[config.mk]
export PLATFORM = sky130hd
export DESIGN_NAME = regfile_mp
export DESIGN_NICKNAME = d
export VERILOG_FILES = /design/src/rtl/rf_pkg.sv /design/src/rtl/rf_read_port.sv /design/src/rtl/regfile_mp.sv
export SDC_FILE = /design/constraint.sdc
export NUM_CORES = 2
export LEC_CHECK = 0
export CAP_MARGIN = 10
export CELL_PAD_IN_SITES_DETAIL_PLACEMENT = 0
export CELL_PAD_IN_SITES_GLOBAL_PLACEMENT = 1
export CORE_ASPECT_RATIO = 0.9
export CORE_MARGIN = 2
export CORE_UTILIZATION = 31
export CTS_CLUSTER_SIZE = 28
export DETAILED_ROUTE_END_ITERATION = 8
export PLACE_DENSITY_LB_ADDON = 0.1
export SYNTH_ARGS = -nofsm -noshare
export SYNTH_HDL_FRONTEND = slang
export SYNTH_SLANG_ARGS = --single-unit
[constraint.sdc]
create_clock -name clk -period 29.3 [get_ports clk]
set_input_delay 7.325 -clock clk [delete_from_list [all_inputs] [get_ports clk]]
set_output_delay 7.325 -clock clk [all_outputs]
set_load 0.05 [all_outputs]
[src/rtl/rf_pkg.sv]
// Shared types and helpers for the multi-port register file.
package rf_pkg;

    // Sweep controller states.
    typedef enum logic {
        RF_IDLE  = 1'b0,
        RF_CLEAR = 1'b1
    } rf_state_e;

    // Storage depth for a given address width.
    function automatic int rf_depth(input int addr_size);
        return 1 << addr_size;
    endfunction

    // Low bit of the slice belonging to port k in a flattened port bus.
    function automatic int rf_slice_lo(input int k, input int width);
        return k * width;
    endfunction

endpackage

[src/rtl/rf_read_port.sv]
// One asynchronous read port: storage mux, write-through bypass, zero-register
// and not-ready masking.
module rf_read_port
    import rf_pkg::*;
#(
    parameter int ADDR_SIZE = 5,
    parameter int WORD_SIZE = 32,
    parameter int ZERO_REG  = 1,
    parameter int BYPASS    = 1,
    localparam int DEPTH    = rf_depth(ADDR_SIZE)
) (
    input  logic                            ready_i,
    input  logic [ADDR_SIZE-1:0]            raddr_i,
    input  logic                            we0_i,
    input  logic [ADDR_SIZE-1:0]            waddr0_i,
    input  logic [WORD_SIZE-1:0]            wdata0_i,
    input  logic                            we1_i,
    input  logic [ADDR_SIZE-1:0]            waddr1_i,
    input  logic [WORD_SIZE-1:0]            wdata1_i,
    input  logic [DEPTH-1:0][WORD_SIZE-1:0] mem_i,
    output logic [WORD_SIZE-1:0]            rdata_o
);

    // Priority: not ready, zero register, lane 1 bypass, lane 0 bypass, storage.
    always_comb begin
        rdata_o = '0;
        if (!ready_i) begin
            rdata_o = '0;
        end else if ((ZERO_REG != 0) && (raddr_i == '0)) begin
            rdata_o = '0;
        end else if ((BYPASS != 0) && we1_i && (waddr1_i == raddr_i)) begin
            rdata_o = wdata1_i;
        end else if ((BYPASS != 0) && we0_i && (waddr0_i == raddr_i)) begin
            rdata_o = wdata0_i;
        end else begin
            rdata_o = mem_i[raddr_i];
        end
    end

endmodule

[src/rtl/regfile_mp.sv]
// Register file with NUM_RD async read ports, two write lanes (lane 1 wins on
// collision), hardwired zero entry and a sequential clear sweep.
module regfile_mp
    import rf_pkg::*;
#(
    parameter int ADDR_SIZE = 5,
    parameter int WORD_SIZE = 32,
    parameter int NUM_RD    = 2,
    parameter int ZERO_REG  = 1,
    parameter int BYPASS    = 1
) (
    input  logic                          clk,
    input  logic                          rst,
    input  logic                          clr_req,
    output logic                          ready,
    input  logic                          we0,
    input  logic [ADDR_SIZE-1:0]          waddr0,
    input  logic [WORD_SIZE-1:0]          wdata0,
    input  logic                          we1,
    input  logic [ADDR_SIZE-1:0]          waddr1,
    input  logic [WORD_SIZE-1:0]          wdata1,
    input  logic [NUM_RD*ADDR_SIZE-1:0]   raddr,
    output logic [NUM_RD*WORD_SIZE-1:0]   rdata
);

    localparam int DEPTH = rf_depth(ADDR_SIZE);
    localparam logic [ADDR_SIZE-1:0] LAST_PTR = ADDR_SIZE'(DEPTH - 1);

    rf_state_e                     state_q, state_d;
    logic [ADDR_SIZE-1:0]          clr_ptr_q, clr_ptr_d;
    logic                          ready_q;
    logic [DEPTH-1:0][WORD_SIZE-1:0] mem_q;

    logic wr_en0, wr_en1;

    // Writes only land while idle; the zero entry drops them when hardwired.
    assign wr_en0 = we0 && (state_q == RF_IDLE) && !((ZERO_REG != 0) && (waddr0 == '0));
    assign wr_en1 = we1 && (state_q == RF_IDLE) && !((ZERO_REG != 0) && (waddr1 == '0));
    assign ready  = ready_q;

    // Sweep controller next state: clr_req starts a sweep, last pointer ends it.
    always_comb begin
        state_d   = state_q;
        clr_ptr_d = clr_ptr_q;
        case (state_q)
            RF_IDLE: begin
                if (clr_req) begin
                    state_d   = RF_CLEAR;
                    clr_ptr_d = '0;
                end
            end
            RF_CLEAR: begin
                clr_ptr_d = clr_ptr_q + 1'b1;
                if (clr_ptr_q == LAST_PTR) begin
                    state_d = RF_IDLE;
                end
            end
            default: begin
                state_d   = RF_IDLE;
                clr_ptr_d = '0;
            end
        endcase
    end

    // Control registers; ready tracks the state that is being entered.
    always_ff @(posedge clk) begin
        if (rst) begin
            state_q   <= RF_CLEAR;
            clr_ptr_q <= '0;
            ready_q   <= 1'b0;
        end else begin
            state_q   <= state_d;
            clr_ptr_q <= clr_ptr_d;
            ready_q   <= (state_d == RF_IDLE);
        end
    end

    // Storage: sweep zeroes one entry per cycle, otherwise lane 0 then lane 1
    // so that lane 1 overrides a same-address lane 0 write.
    always_ff @(posedge clk) begin
        if (!rst) begin
            if (state_q == RF_CLEAR) begin
                mem_q[clr_ptr_q] <= '0;
            end else begin
                if (wr_en0) mem_q[waddr0] <= wdata0;
                if (wr_en1) mem_q[waddr1] <= wdata1;
            end
        end
    end

    for (genvar k = 0; k < NUM_RD; k++) begin : g_rd
        rf_read_port #(
            .ADDR_SIZE (ADDR_SIZE),
            .WORD_SIZE (WORD_SIZE),
            .ZERO_REG  (ZERO_REG),
            .BYPASS    (BYPASS)
        ) u_rd (
            .ready_i  (ready_q),
            .raddr_i  (raddr[rf_slice_lo(k, ADDR_SIZE) +: ADDR_SIZE]),
            .we0_i    (we0),
            .waddr0_i (waddr0),
            .wdata0_i (wdata0),
            .we1_i    (we1),
            .waddr1_i (waddr1),
            .wdata1_i (wdata1),
            .mem_i    (mem_q),
            .rdata_o  (rdata[rf_slice_lo(k, WORD_SIZE) +: WORD_SIZE])
        );
    end

endmodule

Word level (Yosys, flattened, before mapping)
Cells that the tools add are included.
{ "classes": {"add_sub_neg": 1, "magnitude_cmp": 8, "n_eq_ne": 6, "muxes": 30, "bitwise": 4, "reduce_logical": 17} }
{ "op_table": {"columns": ["operator", "n"], "rows": [
  ["$mux W1024", 5],
  ["$bwmux W1024", 2],
  ["$and A1024 B1024 Y1024", 1],
  ["$not A1024 Y1024", 1],
  ["$demux W32 S5", 3],
  ["$mux W32", 13],
  ["$bmux W32 S5", 2],
  ["$lt A5 B6 Y1 const B", 5],
  ["$eq A5 B5 Y1", 4],
  ["$logic_not A5 Y1", 4],
  ["$ge A5 B1 Y1 const B", 3],
  ["$logic_and A1 B1 Y1", 11],
  ["$pmux W5 S2", 1],
  ["$add A5 B1 Y5 const B", 1],
  ["$eq A5 B5 Y1 const B", 1],
  ["$mux W5", 1],
  ["$logic_not A1 Y1", 2],
  ["$mux W1", 2],
  ["$ne A2 B2 Y1 const B", 1],
  ["$not A1 Y1", 2],
  ["$pmux W1 S2", 1]
]} }
{ "word_totals": {"ff_bits": 1031, "input_bits": 89, "output_inout_bits": 65, "wordCells": 101} }

Logic depth before layout (Yosys ltp)
{ "depth": {"depth_word": 11, "depth_mapped": 10, "ltp_nobuf": 7} }

Cells and area by module
A second synthesis with hierarchy kept.
{ "hier_totals": {"hier_cells": 9243, "hier_area_um2": 81195.4} }
{ "by_module_without_submodules": {"columns": ["mod", "n_inst", "cells_each", "area_per_inst_um2", "seq_area_each_um2"], "rows": [
  ["regfile_mp", 1, 6975, 62600.0, 30889.6],
  ["rf_read_port", 2, 1134, 9297.7, 0.0]
]} }

Worst setup path after synthesis
OpenSTA, ideal clock, no wires.
{ "synth_timing": {"path_kind": "in2reg", "from": "input rst", "to": "register mem_q[0] (netlist bit), enable pin", "setup_time_ns": 1.356, "arrival_ns": 27.006, "t_required_ns": 27.944, "path_slack_ns": 0.937, "stages": 1, "n_path_buf": 0, "cell_sequence": "inv_1"} }
{ "synth_lines": {"columns": ["element", "line_no", "rtl"], "rows": [
  ["from (decl)", "regfile_mp.sv:13", "input logic rst,"],
  ["to (signal, indexed assignment)", "regfile_mp.sv:85", "if (wr_en0) mem_q[waddr0] <= wdata0;"],
  ["to (signal, indexed assignment)", "regfile_mp.sv:86", "if (wr_en1) mem_q[waddr1] <= wdata1;"],
  ["to (decl)", "regfile_mp.sv:32", "logic [DEPTH-1:0][WORD_SIZE-1:0] mem_q;"]
]} }
No word-level cell between the ends.

Worst setup path in the final report
{ "layout_timing": {"from": "input raddr[2]", "to": "output rdata[27]"} }
{ "layout_between": {"elab_chain_cells": 6, "elab_cells_between_ends": 11, "classes_between": "2 x eq/ne; 6 x mux; 3 x reduce/logical"} }
{ "layout_lines": {"columns": ["element", "line_no", "rtl"], "rows": [
  ["from (decl)", "regfile_mp.sv:22", "input logic [NUM_RD*ADDR_SIZE-1:0] raddr,"],
  ["$bmux W32 S5 / $eq A5 B5 Y1 (equally long branches)", "rf_read_port.sv:36, rf_read_port.sv:33", null],
  ["$mux W32 (implied by the code) / $logic_and A1 B1 Y1 (equally long branches)", "rf_read_port.sv:36, rf_read_port.sv:33", null],
  ["$mux W32", "rf_read_port.sv:33", "end else if ((BYPASS != 0) && we0_i && (waddr0_i == raddr_i)) begin"],
  ["$mux W32", "rf_read_port.sv:31", "end else if ((BYPASS != 0) && we1_i && (waddr1_i == raddr_i)) begin"],
  ["$mux W32 *", "rf_read_port.sv:29", "end else if ((ZERO_REG != 0) && (raddr_i == '0)) begin"],
  ["$mux W32 *", "rf_read_port.sv:27", "if (!ready_i) begin"],
  ["to (decl)", "regfile_mp.sv:23", "output logic [NUM_RD*WORD_SIZE-1:0] rdata"]
]} }
Every way passes the cells marked *; elsewhere a longest branch is shown, timed or not. The select of a mux whose other input is x is not followed.

==> results.txt <==
The run finished with clean final reports. In the post-route analysis, the smallest setup slack over all paths is 9.35 ns. After clock tree synthesis, the flow added hold-fix buffers numbering 0. By count the netlist is led by 1024 x sky130_fd_sc_hd__edfxtp_1, 1009 x sky130_fd_sc_hd__a21oi_1, 928 x sky130_fd_sc_hd__nor2_1. Among all flip-flop cells after synthesis, the most frequent one is sky130_fd_sc_hd__edfxtp_1.

The die span in x was 536 µm. Entering global routing, the biggest net connects 141 pins. The share of total power consumed by net switching is 29.8%. The worst setup path is of the in2out kind. During placement, the flow inserted port buffers numbering 153.

Of all flip-flops after synthesis, the portion carrying an async set or reset was 0%. The cell at the root of the clock tree was sky130_fd_sc_hd__clkbuf_16. The detailed-route DRC error count is 0.

Slowest cell on the critical path: sky130_fd_sc_hd__clkdlybuf4s50_1. The fraction of layout cells with a size suffix above 1 works out to 15.4%. The count of nets left with antenna violations after detail routing is 0, and the share of power burned in registers is 43.5%.

The half-perimeter wire length after placement is 227 mm, and the starting density of the core is 31.2%. STA classifies the critical path endpoint as a primary output. In the post-synthesis netlist, the biggest area contributors are sky130_fd_sc_hd__edfxtp_1 39%, sky130_fd_sc_hd__mux4_2 15%, sky130_fd_sc_hd__mux2i_1 11%. The tools report the number of failing hold endpoints at the final stage as 0. At the later pin of the worst-skew pair, clock insertion delay measures 0.80 ns.

Setup repair after global routing left no endpoint under its margin. After detailed routing, the number of vias per cell comes to 6.56. For the finished layout, the period the worst path requires is 19.95 ns.

The routed design has 403 mm of wire. The post-place setup slack is 9.44 ns. Kind of path behind the tightest hold check: reg2reg. The run gives 3 as the number of buffers between clock root and the deepest sink.

The tools report the endpoint required time on the critical path as 21.98 ns. The detailed router placed 69000 vias in this run. In this design, the stage delay of the slowest critical-path cell is 0.93 ns. The most repeated library cell on the critical path is sky130_fd_sc_hd__buf_4. The number of global-route vias before repair came out at 63900. During synthesis, Yosys emitted a total of 0 warnings. Counting flops with a built-in enable in the synthesized netlist gives 1024.

In this run the worst path has a maximum fanout of 45. Data arrives at the worst endpoint at 12.62 ns. In this run the core area contains 175 standard-cell rows. TritonCTS built the clock tree.

The number of gates resized after CTS was 0. Counting every sink on the clock net gives 1031. After layout, the worst path uses 68.1% of the clock period. Counting every net in the synthesized netlist gives 7597. Counting distinct cell types in the post-synthesis netlist gives 57. The fraction of power consumed by combinational cells is 16.0%.

Fill cells in the final layout number 24900. The clock transition at the register clock pins on the worst setup and hold paths after CTS was 0.05 ns; the number of maximum-capacitance violations was 0. Power spread over the standard cell area amounts to 47.9 nW/µm². The startpoint type of the worst setup path is a primary input. Sequential cells were found to cover 39.2% of the synthesized design area. The die height is 483 µm. For the die outline area, the log shows 259000 µm². The average detailed-routed wire length per instance was 38.4 µm; the post-layout net count was 7132.

The synthesized design spends more area on one cell type than any other, namely sky130_fd_sc_hd__edfxtp_1. Routability-driven placement finished with a final weighted congestion of 0.861. Summed over all nets, the switching power comes to 1250 µW. In this run, synthesis produced a sequential element count of 1031. The tools report the number of standard cells after synthesis as 7503.

Setup violations remaining at the end of the flow were counted as 0. The detailed router finished its first iteration with 9031 violations. Measured against its own limit, the worst slew margin works out to 4.62%.

The H-tree was split into 4 levels. After global routing the overflow that remains totals 0. The mean instance size in the synthesized netlist is 10.5 µm², and the proportion of netlist area held by the largest area contributor is 39.0%.

The achievable frequency was 50.1 MHz. Internal power comes to 2940 µW. The tools report the placeable core region as 253000 µm². Slew at the pin closest to its max-slew limit: 1.42 ns. Counting the buffers created by CTS gives 143. The area of the mapped netlist was 78900 µm²; the final worst clock skew was 0.0221 ns. Number of max-slew violations in the final report: 0. The critical path goes through buf_8, buf_4, buf_4, buf_4, mux4_2, o22ai_1, nor2_1, o21ai_0, o2bb2ai_1, clkdlybuf4s50_1. The buffer count from post-CTS setup fixing is 0, and the maximum VDD drop is 35.4 µV. The most common cell in the synthesized netlist was sky130_fd_sc_hd__edfxtp_1. Setup total negative slack on the finished layout was measured at 0 ns. The first global-routing pass estimated 553 mm of wire. The tools report the number of antenna violations at the first check in global routing as 16.

In this run the count of I/O pins placed on the die edge is 154. Relative to the synthesized area, the layout overhead comes to 10.9%. The number of iterations in the first detailed-routing pass was 6; the part of the total power dissipated in the clock network was 40.5%. Leakage power: 0.0302 µW. For this run, the total global-route usage over all layers was measured as 30.3%.
-- state kept, by name (all words and copies together) (netlist names) --
register,cells
mem_q,1024
clr_ptr_q,5
state_q,1
ready,1
-- cell families after synthesis --
kind of cell,Yosys count,synth area share [%]
simple gates,1277,6.63
fa+ha+maj,5,0.0793
flops,1031,39.2
mux,1345,25.2
xor+xnor,21,0.233
buf+inv,1005,5.19
compound gates,2819,23.5
-- metal layers --
metal  part of all wire, %  vias up  wire length, µm  global-route usage [%]
met2                    45     3825           182000                    46.9
met1                    43    35800           173000                    42.2
met3                   7.9      697            32000                    4.78
li1                      -    28600                -                       -
met5                     0        -                0                       0
met4                   4.2        0            17100                    11.9
-- worst paths after layout --
| kind | start | endpoint | slack (ns) | depth (start not counted) |
|---|---|---|---|---|
| max | raddr[2] | rdata[27] | 9.35 | 10 |
| min | mem_q[857] | mem_q[857] | 0.58 | 2 |
| max reg2reg | state_q | mem_q[722] | 23.30 | 11 |
| min reg2reg | mem_q[857] | mem_q[857] | 0.58 | 2 |
-- power groups by stage --
| stage | Clock (µW) | Sequential (µW) | Combinational [µW] |
|---|---|---|---|
| after CTS | 1720 | 1820 | 658 |
| final | 1700 | 1830 | 670 |
| after global routing | 1770 | 1840 | 699 |
| after detailed placement | 0 | 1850 | 657 |
| after floorplan | 0 | 1870 | 429 |
| after global placement | 0 | 1850 | 652 |
-- placed cells by master (no fill, tap or decap), types with 13 or more instances in the layout --
cell,instances
sky130_fd_sc_hd__a21boi_0,18
sky130_fd_sc_hd__a21oi_1,997
sky130_fd_sc_hd__a22o_1,832
sky130_fd_sc_hd__a22oi_1,128
sky130_fd_sc_hd__and2_1,32
sky130_fd_sc_hd__buf_2,39
sky130_fd_sc_hd__buf_4,229
sky130_fd_sc_hd__clkbuf_1,36
sky130_fd_sc_hd__clkbuf_16,148
sky130_fd_sc_hd__clkdlybuf4s50_1,107
sky130_fd_sc_hd__clkinv_1,34
sky130_fd_sc_hd__clkinv_2,21
sky130_fd_sc_hd__edfxtp_1,1024
sky130_fd_sc_hd__mux2i_1,833
sky130_fd_sc_hd__mux4_2,512
sky130_fd_sc_hd__nand2_1,199
sky130_fd_sc_hd__nand2_4,17
sky130_fd_sc_hd__nor2_1,906
sky130_fd_sc_hd__nor2_4,26
sky130_fd_sc_hd__o21ai_0,314
sky130_fd_sc_hd__o21ai_1,73
sky130_fd_sc_hd__o22ai_1,192
sky130_fd_sc_hd__o2bb2ai_1,96
sky130_fd_sc_hd__o31ai_1,128
sky130_fd_sc_hd__xnor2_1,13
-- metrics by stage --
| stage | instance area, µm² | hold slack [ns] | utilization [%] | cells | total power [µW] |
|---|---|---|---|---|---|
| floorplan | 78900 | 0.532 | - | 7503 | 2300 |
| global placement | 83300 | 0.559 | 32.9 | 10300 | 2500 |
| detailed placement | 83300 | 0.567 | 32.9 | 10300 | 2510 |
| CTS | 87500 | 0.582 | 34.6 | 10500 | 4200 |
| global route | 87500 | 0.599 | 34.6 | 10500 | 4300 |
| finish | 87500 | 0.585 | 34.6 | 10500 | 4190 |
-- critical path: cells and delay by family --
family	cells	cell delay, ns
AO/OA/AOI/OAI	3	0.84
AND/OR/NAND/NOR	1	0.33
buffers and inverters	5	3.64
multiplexers	1	0.36
-- final cells by class --
class                      count  area (µm²)  area share [%]
antenna                        8        20.0          0.0229
clock buffer                 184        3840            4.39
clock inverter                65         368           0.420
inverter                       6        37.5          0.0429
multi-input combinational   5467       44900            51.4
sequential                  1031       30900            35.3
tap                         3363        4210            4.81
timing repair buffer         389        3210            3.67
Power figures use the tool's default switching activity.
